===== src/rtl/mem_access_unit_pkg.sv =====
// Shared types and helpers for the MEM-stage load/store engine.
package mem_access_unit_pkg;

  typedef enum logic [1:0] {
    MA_IDLE = 2'd0,
    MA_REQ  = 2'd1,
    MA_RESP = 2'd2,
    MA_DONE = 2'd3
  } ma_state_e;

  function automatic logic [3:0] popcount8(input logic [7:0] v);
    logic [3:0] n;
    n = 4'd0;
    for (int i = 0; i < 8; i++) begin
      n = n + {3'd0, v[i]};
    end
    return n;
  endfunction

endpackage


===== src/rtl/mem_access_unit_load_formatter.sv =====
// Aligns a bus doubleword to the accessed bytes and sign/zero-extends it to 64 bits.
module load_formatter
  import mem_access_unit_pkg::*;
(
  input  logic [63:0] rdata_i,
  input  logic [2:0]  addr_lo_i,
  input  logic [7:0]  byte_en_i,
  input  logic        ext_un_i,
  output logic [63:0] data_o
);

  logic [63:0] sh;
  logic        sgn;

  always_comb begin
    sh     = rdata_i >> {addr_lo_i, 3'b000};
    sgn    = ~ext_un_i;
    data_o = sh;
    // Access size comes from the number of enabled lanes, not from their position.
    case (popcount8(byte_en_i))
      4'd1:    data_o = {{56{sgn & sh[7]}},  sh[7:0]};
      4'd2:    data_o = {{48{sgn & sh[15]}}, sh[15:0]};
      4'd4:    data_o = {{32{sgn & sh[31]}}, sh[31:0]};
      default: data_o = sh;
    endcase
  end

endmodule


===== src/rtl/mem_access_unit.sv =====
// MEM-stage load/store engine: one valid/ready bus transaction per memory instruction.
module mem_access_unit
  import mem_access_unit_pkg::*;
#(
  parameter int TIMEOUT_CYC = 256,
  parameter int CNT_W       = 9
) (
  input  logic        clk,
  input  logic        rst,
  input  logic        me_inst_valid,
  input  logic        me_mem_rena,
  input  logic        me_mem_wena,
  input  logic        me_mem_ext_un,
  input  logic [7:0]  me_mem_byte_enable,
  input  logic [63:0] me_alu_result,
  input  logic [63:0] me_new_rs2_data,
  input  logic        me_exception_flag,
  output logic        mem_req_valid,
  input  logic        mem_req_ready,
  output logic [63:0] mem_req_addr,
  output logic        mem_req_wen,
  output logic [63:0] mem_req_wdata,
  output logic [7:0]  mem_req_wstrb,
  input  logic        mem_resp_valid,
  input  logic [63:0] mem_resp_rdata,
  output logic        mem_stall_req,
  output logic        mem_done,
  output logic        mem_fault,
  output logic [63:0] mem_rdata
);

  ma_state_e        state_q;
  logic             req_valid_q, req_wen_q, done_q, fault_q, stale_q;
  logic [63:0]      req_addr_q, req_wdata_q, rdata_q;
  logic [7:0]       req_wstrb_q, be_q;
  logic [2:0]       addr_lo_q;
  logic             ext_un_q;
  logic [CNT_W-1:0] cnt_q;
  logic [63:0]      fmt_d;
  logic             pending, drop;

  assign pending = me_inst_valid & (me_mem_rena | me_mem_wena) & ~me_exception_flag;
  // A flush seen at any point of the transaction, including its last cycle, discards the result.
  assign drop    = stale_q | ~pending;

  load_formatter u_fmt (
    .rdata_i   (mem_resp_rdata),
    .addr_lo_i (addr_lo_q),
    .byte_en_i (be_q),
    .ext_un_i  (ext_un_q),
    .data_o    (fmt_d)
  );

  always_ff @(posedge clk) begin
    if (rst) begin
      state_q     <= MA_IDLE;
      req_valid_q <= 1'b0;
      done_q      <= 1'b0;
      fault_q     <= 1'b0;
      stale_q     <= 1'b0;
      rdata_q     <= '0;
      cnt_q       <= '0;
    end else begin
      done_q  <= 1'b0;
      fault_q <= 1'b0;
      case (state_q)
        MA_IDLE: begin
          if (pending) begin
            // Request fields are captured so a flushed slot cannot disturb the bus.
            state_q     <= MA_REQ;
            req_valid_q <= 1'b1;
            stale_q     <= 1'b0;
            req_addr_q  <= {me_alu_result[63:3], 3'b000};
            req_wen_q   <= me_mem_wena;
            req_wdata_q <= me_new_rs2_data << {me_alu_result[2:0], 3'b000};
            req_wstrb_q <= me_mem_wena ? me_mem_byte_enable : 8'h00;
            addr_lo_q   <= me_alu_result[2:0];
            be_q        <= me_mem_byte_enable;
            ext_un_q    <= me_mem_ext_un;
          end
        end
        MA_REQ: begin
          if (!pending) stale_q <= 1'b1;
          if (mem_req_ready) begin
            state_q     <= MA_RESP;
            req_valid_q <= 1'b0;
            cnt_q       <= '0;
          end
        end
        MA_RESP: begin
          if (!pending) stale_q <= 1'b1;
          if (mem_resp_valid) begin
            if (drop) begin
              state_q <= MA_IDLE;
            end else begin
              state_q <= MA_DONE;
              done_q  <= 1'b1;
              if (!req_wen_q) rdata_q <= fmt_d;
            end
          end else if (cnt_q == CNT_W'(TIMEOUT_CYC - 1)) begin
            if (drop) begin
              state_q <= MA_IDLE;
            end else begin
              state_q <= MA_DONE;
              done_q  <= 1'b1;
              fault_q <= 1'b1;
              rdata_q <= '0;
            end
          end else begin
            cnt_q <= cnt_q + 1'b1;
          end
        end
        MA_DONE: state_q <= MA_IDLE;
        default: state_q <= MA_IDLE;
      endcase
    end
  end

  assign mem_stall_req = pending & (state_q != MA_DONE);
  assign mem_req_valid = req_valid_q;
  assign mem_req_addr  = req_addr_q;
  assign mem_req_wen   = req_wen_q;
  assign mem_req_wdata = req_wdata_q;
  assign mem_req_wstrb = req_wstrb_q;
  assign mem_done      = done_q;
  assign mem_fault     = fault_q;
  assign mem_rdata     = rdata_q;

endmodule


===== config.mk =====
export PLATFORM = sky130hd
export DESIGN_NAME = mem_access_unit
export DESIGN_NICKNAME = d
export VERILOG_FILES = /design/src/rtl/mem_access_unit_pkg.sv /design/src/rtl/mem_access_unit_load_formatter.sv /design/src/rtl/mem_access_unit.sv
export SDC_FILE = /design/constraint.sdc
export NUM_CORES = 1
export LEC_CHECK = 0
export ABC_CLOCK_PERIOD_IN_PS = 25900
export BUFFER_PORTS_ARGS = -buffer_cell sky130_fd_sc_hd__clkbuf_2
export CORE_AREA = 2 2 161 163
export CTS_CLUSTER_DIAMETER = 200
export DETAILED_ROUTE_END_ITERATION = 8
export DIE_AREA = 0 0 163 165
export GPL_TIMING_DRIVEN = 0
export PLACE_DENSITY = 0.73
export SLEW_MARGIN = 10
export SYNTH_ARGS = -nofsm -noshare
export SYNTH_HDL_FRONTEND = slang
export SYNTH_SLANG_ARGS = --single-unit

===== constraint.sdc =====
create_clock -name clk -period 25.9 [get_ports clk]
set_input_delay 1.295 -clock clk [delete_from_list [all_inputs] [get_ports clk]]
set_output_delay 1.295 -clock clk [all_outputs]
set_load 0.03 [all_outputs]

==> reports/metrics.cfg, run 1 <==
[drt]
wl_met2_mm = 20.8
wl_met1_mm = 14.4
drt-wirelength-per-cell_um = 22.4
wl_met3_mm = 3.83
top_layer_used = met4
drt-total-wl_mm = 40.4
final_antenna_net_count = 0
dr_total_vias = 10087
drc = 0
drt_pass1_iterations = 5
routed_via_density = 5.59
first_iter_violations = 941

[floorplanning]
dieArea_um2 = 26900
start_util_pct = 44.6
ios = 414
num_rows = 58
die_h_um = 165
die_w_um = 163
core_area_um2 = 25000

[clocking]
clk_pin_slew_worst_paths_ns = 0.06
numCtsBuffers = 25
htree_num_levels = 1
cts-resized-gates = 0
clkSinkCount = 225
ctsLongestPathBuffers = 3
cts_tree = built
clk_latency_ns = 0.53
holdBufCountCts = 0
post_cts_buffers = 0
cts_root_buf = clkbuf_16

[worst_hold_path]
hold_depth = 2
hold_class = register to register

[setup_path]
crit_cells = 13
rrSetupSlack_ns = 21.41
endpoint_kind = register
crit_required_ns = 26.31
path_cells = ha_1 > inv_1 > fa_1 > fa_1 > fa_1 > inv_1 > fa_1 > nor2_1 > nand2b_1 > a32oi_1 > clkbuf_1 > o21ai_0 > a22o_1
crit_path_max_incr_delay_ns = 0.60
path_class = register to register
path_max_fanout = 10
reg2reg_depth = 13
cp.arrival_ns = 4.90
crit_top_cell = fa_1
cpMaxStageDelayCell = a32oi_1
path_delay_family = adder cells
path_buf_inv = 3
crit_path_start_kind = register

[timing]
finalCritPeriodShare_pct = 17.3
rsz0062_at_grt = no
layout_setup_ws_ns = 21.41
drv_slew = 0
max_freq_mhz = 223
finClkSkew_ns = 0.0199
finalHoldViolCount = 0
min_period_ns = 4.49
finalSetupTns_ns = 0
setup_viol = 0
worstMarginPinSlew_ns = 0.857
relSlewSlack_pct = 42.5

[global_routing]
grt.total_usage_pct = 29.2
antenna_found_initial = 1
grt_pass1_wl_mm = 59.1
grt_max_degree = 14
grt.overflow.total = 0
first_global_vias = 9872

[placed_design]
port_buffers = 410
routabilityCongestion = 0.983
dp_hpwl_mm = 32.4
dp_slack_ns = 21.42

[cells_and_area]
syn2layout_area_growth_pct = 30.4
num_antenna_cells = 0
multiInputGateArea_um2 = 4760
fillers = 2197
regArea_um2 = 5970
final_nets = 1677
drive_gt1_share_pct = 37.5
final_util_pct = 58.2

[power_and_ir_drop]
power.leakage_uw = 0.00639
pwr-share-comb_pct = 21.4
p_int_uw = 677
switching_share_pct = 29.8
max-vdd-ir-drop_mv = 0.0514
pwr-share-seq_pct = 42.3
power_density_nw_per_um2 = 66.2
power_switching_uw = 287
p_clk_share_pct = 36.3

[synth]
ys_seq_area_share_pct = 53.4
synth_edf_count = 146
synthFlopType = edfxtp_1
synth_top_area_share_pct = 39.2
syn_area_um2 = 11200
async_reset_ff_share_pct = 0
synthCells = 1001
synth_area_leaders = edfxtp_1 39%, dfxtp_1 14%, mux2i_1 7.6%, mux2_2 4.2%, o21ai_0 4.2%
ys_warn_count = 0
syn_avg_cell_area_um2 = 11.2
yosysUniqueCellTypes = 56
synth_largest_area_cell = edfxtp_1
ys_ff_latch = 225
yosysMostFrequentCell = edfxtp_1
synth_common_cells = 146 x edfxtp_1, 100 x nand2_1, 93 x o21ai_0

[run_status]
status = complete, no violations

[run]
max_cap_viol_count = 0

-- final timing paths --
check,from,endpoint
hold / removal,stale_q,stale_q
setup / recovery,be_q[0],mem_rdata[46]
setup reg to reg,be_q[0],mem_rdata[46]
hold reg to reg,stale_q,stale_q
-- per-stage QoR --
stage | area (um2) | total power [uW] | std cells | hold WS, ns
finish | 14600 | 964 | 1803 | 0.478
global route | 14600 | 1000 | 1803 | 0.499
CTS | 14600 | 969 | 1803 | 0.483
detailed placement | 13800 | 620 | 1757 | 0.465
global placement | 13600 | 623 | 1743 | 0.456
floorplan | 11200 | 547 | 1003 | 0.441
-- power groups by stage --
stage	combinational [uW]	sequential (uW)	clock, uW
after floorplan	103	445	0
after global placement	199	424	0
after detailed placement	204	416	0
after CTS	206	408	355
after global routing	224	409	368
final	207	408	350
-- metal layers --
layer,vias to the layer above,GRT usage [%]
li1,4630,-
met1,4799,33.9
met2,575,53.5
met3,83,5.88
met4,0,10.8
met5,-,0
-- final cells by class --
class	count	share of cell area, %
tap	330	2.83
clock buffer	28	4.37
timing repair buffer	424	14.9
inverter	29	0.747
clock inverter	18	1.11
multi-input combinational	675	32.7
sequential	225	41.0
buffer	74	2.38
-- cell usage in the layout, fill, tap and decap left out, types with 4 or more instances in the layout --
cell,n
ha_1,10
a22oi_1,16
nor2b_1,19
dfxtp_1,79
mux2i_1,85
o21ai_0,93
and2_1,17
mux2_2,42
nor2_1,74
nand2_1,100
buf_2,13
a31o_2,4
fa_1,4
mux4_2,14
nor3_1,4
nand2b_1,7
o22ai_1,26
buf_4,14
xor2_1,4
clkinv_2,4
and3_1,4
a221o_1,16
a21oi_1,51
clkinv_1,10
buf_1,8
clkbuf_1,47
clkbuf_2,410
a22o_1,39
edfxtp_1,146
buf_6,9
clkbuf_16,25
inv_1,28
-- cell families (layout without fill, tap and decap cells) --
kind of cell    after synthesis  in the layout  share of synthesized area (%)
compound gates              264            264                           15.3
xor+xnor                      4              4                          0.314
fa+ha+maj                    14             14                           1.84
buf+inv                     103            573                           4.08
flops                       225            225                           53.4
mux                         141            141                           14.7
other cells                   1              3                         0.0336
simple gates                249            249                           10.3
-- registers in the layout, indices dropped and copies added, names as in the netlist --
name,flops
addr_lo_q,3
be_q,8
cnt_q,9
ext_un_q,1
mem_done,1
mem_fault,1
mem_rdata,64
mem_req_addr,61
mem_req_valid,1
mem_req_wdata,64
mem_req_wen,1
mem_req_wstrb,8
stale_q,1
state_q,2
-- tightest hold or removal path, stage by stage (launching register included) --
cell and delay, ns:
dfxtp_1 0.32, nand2_1 0.06, a21oi_1 0.05
No activity file was read; power rests on OpenSTA's default activity.
==> run 2: changes to the inputs <==
--- a/config.mk
+++ b/config.mk
@@ -5,14 +5,13 @@
 export SDC_FILE = /design/constraint.sdc
 export NUM_CORES = 1
 export LEC_CHECK = 0
-export ABC_CLOCK_PERIOD_IN_PS = 25900
+export ABC_CLOCK_PERIOD_IN_PS = 3700
 export BUFFER_PORTS_ARGS = -buffer_cell sky130_fd_sc_hd__clkbuf_2
-export CORE_AREA = 2 2 161 163
+export CORE_UTILIZATION = 45
 export CTS_CLUSTER_DIAMETER = 200
 export DETAILED_ROUTE_END_ITERATION = 8
-export DIE_AREA = 0 0 163 165
 export GPL_TIMING_DRIVEN = 0
-export PLACE_DENSITY = 0.73
+export PLACE_DENSITY = 0.77
 export SLEW_MARGIN = 10
 export SYNTH_ARGS = -nofsm -noshare
 export SYNTH_HDL_FRONTEND = slang
==> constraint.sdc (replaced) <==
create_clock -name clk -period 3.7 [get_ports clk]
set_input_delay 0.185 -clock clk [delete_from_list [all_inputs] [get_ports clk]]
set_output_delay 0.185 -clock clk [all_outputs]
set_load 0.03 [all_outputs]
==> run 2 against run 1 <==
  * The flow now finishes with violations (negative setup slack)
  * Clock skew down 0.0035 ns
  * Sequential power rose to 7.0 times the previous value
  * Final cell count up 4.4%
  * First-iteration DRC count is 8.9% higher
  * Sequential share of layout area is 3.1 points lower
  * Worst hold slack got worse by 0.46 ns
  * Sequential cell count unchanged
  * Combinational power grew to 8.5 times the previous value
  * Die area shrank 5.3%
  * Non-clock buffer count grew 84
  * Global-route usage rose by 4.1 points
  * Critical path depth increased by 2
  * Critical endpoint is now mem_rdata[32]
==> reports/metrics.cfg, run 2 (synthesis results as in run 1) <==
[run_status]
status = finished, violations left  ; was complete, no violations
violations = negative setup slack

[run]
max_cap_viol_count = 0  ; unchanged

[cells_and_area]
drive_gt1_share_pct = 38.0  ; was 37.5%
regArea_um2 = 5970  ; unchanged
fillers = 1924  ; was 2197
syn2layout_area_growth_pct = 41.2  ; was 30.4%
final_cell_mix = 410 x clkbuf_2, 146 x edfxtp_1, 99 x nand2_1, 91 x o21ai_0, 85 x mux2i_1  ; was 410 x clkbuf_2, 146 x edfxtp_1, 100 x nand2_1, 93 x o21ai_0, 85 x mux2i_1
final_nets = 1761  ; was 1677
multiInputGateArea_um2 = 4900  ; was 4760 um2
mostFrequentLayoutCell = clkbuf_2  ; unchanged
final_util_pct = 64.9  ; was 58.2%

[power_and_ir_drop]
p_clk_share_pct = 36.2  ; was 36.3%
power.leakage_uw = 0.00685  ; was 0.00639 uW
p_int_uw = 5040  ; was 677 uW
pwr-share-seq_pct = 39.6  ; was 42.3%
max-vdd-ir-drop_mv = 0.363  ; was 0.0514 mV
power_density_nw_per_um2 = 458  ; was 66.2 nW/um2
power_switching_uw = 2180  ; was 287 uW
switching_share_pct = 30.2  ; was 29.8%
pwr-share-comb_pct = 24.2  ; was 21.4%

[setup_path]
path_cells = ha_1 > inv_2 > fa_1 > fa_1 > fa_2 > inv_2 > fa_2 > nand2_2 > nand2b_4 > a21oi_1 > a21oi_4 > a21oi_4 > buf_6 > buf_6 > a22o_1  ; was ha_1 > inv_1 > fa_1 > fa_1 > fa_1 > inv_1 > fa_1 > nor2_1 > nand2b_1 > a32oi_1 > clkbuf_1 > o21ai_0 > a22o_1
cp.arrival_ns = 4.28  ; was 4.90 ns
crit_path_start_kind = register  ; unchanged
r2r-start = be_q[1]  ; was be_q[0]
crit_required_ns = 4.17  ; was 26.31 ns
endpoint_kind = register  ; unchanged
path_class = register to register  ; unchanged
crit_path_max_incr_delay_ns = 0.50  ; was 0.60 ns
path_max_fanout = 10  ; unchanged
cpMaxStageDelayCell = fa_1  ; was a32oi_1
rr_endpoint = mem_rdata[32]  ; was mem_rdata[46]
reg2reg_depth = 15  ; was 13
rrSetupSlack_ns = -0.11  ; was 21.41 ns

[clocking]
ctsLongestPathBuffers = 3  ; unchanged
clk_latency_ns = 0.54  ; was 0.53 ns
clk_pin_slew_worst_paths_ns = 0.06  ; about the same
numCtsBuffers = 25  ; unchanged
cts_tree = built  ; unchanged
clkSinkCount = 225  ; unchanged
htree_num_levels = 1  ; unchanged
cts_root_buf = clkbuf_16  ; unchanged

[drt]
final_antenna_net_count = 0  ; unchanged
dr_total_vias = 10613  ; was 10087
drt-wirelength-per-cell_um = 23.1  ; was 22.4 um
drc = 0  ; unchanged
drt_pass1_iterations = 5  ; unchanged
routed_via_density = 5.64  ; was 5.59
first_iter_violations = 1025  ; was 941
drt-total-wl_mm = 43.5  ; was 40.4 mm

[timing]
relSlewSlack_pct = 33.9  ; was 42.5%
finalHoldViolCount = 0  ; unchanged
rsz0062_at_grt = yes  ; was no
finClkSkew_ns = 0.0164  ; was 0.0199 ns
setup_viol = 43  ; was 0
finalCritPeriodShare_pct = 103  ; was 17.3%
min_period_ns = 3.81  ; was 4.49 ns
drv_slew = 0  ; unchanged
max_freq_mhz = 263  ; was 223 MHz
worstMarginPinSlew_ns = 0.986  ; was 0.857 ns
layout_setup_ws_ns = -0.108  ; was 21.41 ns

[floorplanning]
die_h_um = 160  ; was 165 um
dieArea_um2 = 25500  ; was 26900 um2
die_w_um = 160  ; was 163 um
ios = 414  ; unchanged
start_util_pct = 45.9  ; was 44.6%
core_area_um2 = 24300  ; was 25000 um2
num_rows = 57  ; was 58

[global_routing]
grt.total_usage_pct = 33.3  ; was 29.2%
antenna_found_initial = 1  ; unchanged
grt_max_degree = 21  ; was 14
first_global_vias = 10742  ; was 9872
grt.overflow.total = 0  ; unchanged
grt_pass1_wl_mm = 64.2  ; was 59.1 mm

[worst_hold_path]
whs_endpoint = state_q[0]  ; was stale_q
hold_class = primary input to register  ; was register to register
hold_depth = 3  ; was 2
worstHoldStart = me_exception_flag  ; was stale_q

[placed_design]
dp_slack_ns = -0.695  ; was 21.42 ns
port_buffers = 410  ; unchanged
routabilityCongestion = 0.980  ; was 0.983
dp_hpwl_mm = 32.4  ; about the same

[run 2: changes by cell type in the layout (fill, tap and decap cells not counted), moves of 4 or more]
cell,previous run,this run
clkbuf_1,47,43
buf_4,14,7
dlygate4sd3_1,0,77
buf_16,0,4
clkinv_1,10,3
buf_8,0,6
clkbuf_8,0,5
[run 2: worst max-delay path: cells and delay by family (launching register included)]
kind | cells | cell delay (ns)
AND/OR/NAND/NOR | 2 | 0.19
buffers and inverters | 4 | 0.40
flip-flops | 1 | 0.38
AO/OA/AOI/OAI | 4 | 0.70
adder cells (fa/ha/maj) | 5 | 2.06
[run 2: final cells by class]
type                    instances  share of cell area, %
inverters                      29                  0.690
well taps                     324                   2.57
flip-flops and latches        225                   37.8
clock buffers                  31                   4.36
clock inverters                15                   1.09
multi-input cells             675                   31.1
repair buffers                508                   19.9
diodes                          1                 0.0159
plain buffers                  74                   2.40
[run 2: metrics by stage]
stage	setup TNS [ns]	instances	hold WS, ns	cell area [um2]	power (uW)
global route	-9.10	1882	0.0153	15800	7450
floorplan	-158.00	1003	0.284	11200	3830
finish	-3.31	1882	0.0204	15800	7230
global placement	-394.68	1737	0.362	13700	4350
detailed placement	-18.90	1746	0.364	13900	4390
CTS	-1.89	1875	0.00189	15700	7160
[run 2: how the worst max path moves through the flow]
stage | start | endpoint | slack [ns] | cells past startpoint
after floorplan | me_mem_wena | addr_lo_q[0] | -1.08 | 3
after global placement | me_mem_wena | mem_req_wdata[39] | -2.61 | 4
after detailed placement | be_q[1] | mem_rdata[46] | -0.70 | 13
after CTS | be_q[1] | mem_rdata[32] | -0.07 | 16
after global routing | be_q[0] | mem_rdata[50] | -0.24 | 15
final | be_q[1] | mem_rdata[32] | -0.11 | 15
[run 2: per-layer routing]
metal,share of wire (%),wire (um),vias up,GRT usage (%)
li1,-,-,4800,-
met1,37,16000,5051,38.7
met2,50,21900,639,59.8
met3,7.6,3320,123,5.60
met4,5.2,2280,0,15.3
met5,0,0,-,0
[run 2: power groups by stage]
stage               Clock (uW)  Sequential [uW]  Combinational (uW)
floorplan                    0             3080                 750
global placement             0             2930                1430
detailed placement           0             2910                1480
CTS                       2620             2860                1680
global route              2720             2870                1850
finish                    2620             2860                1750
[run 2: timing repair]
item / in CTS / in global routing
cloned: 0 / 2
setup endpoints to repair: 48 / 55
buffers inserted: 6 / 4
hold buffers: 77 / 0
resized for setup: 25 / 16
pin swaps: 6 / 9
hold endpoints to repair: 85 / 0
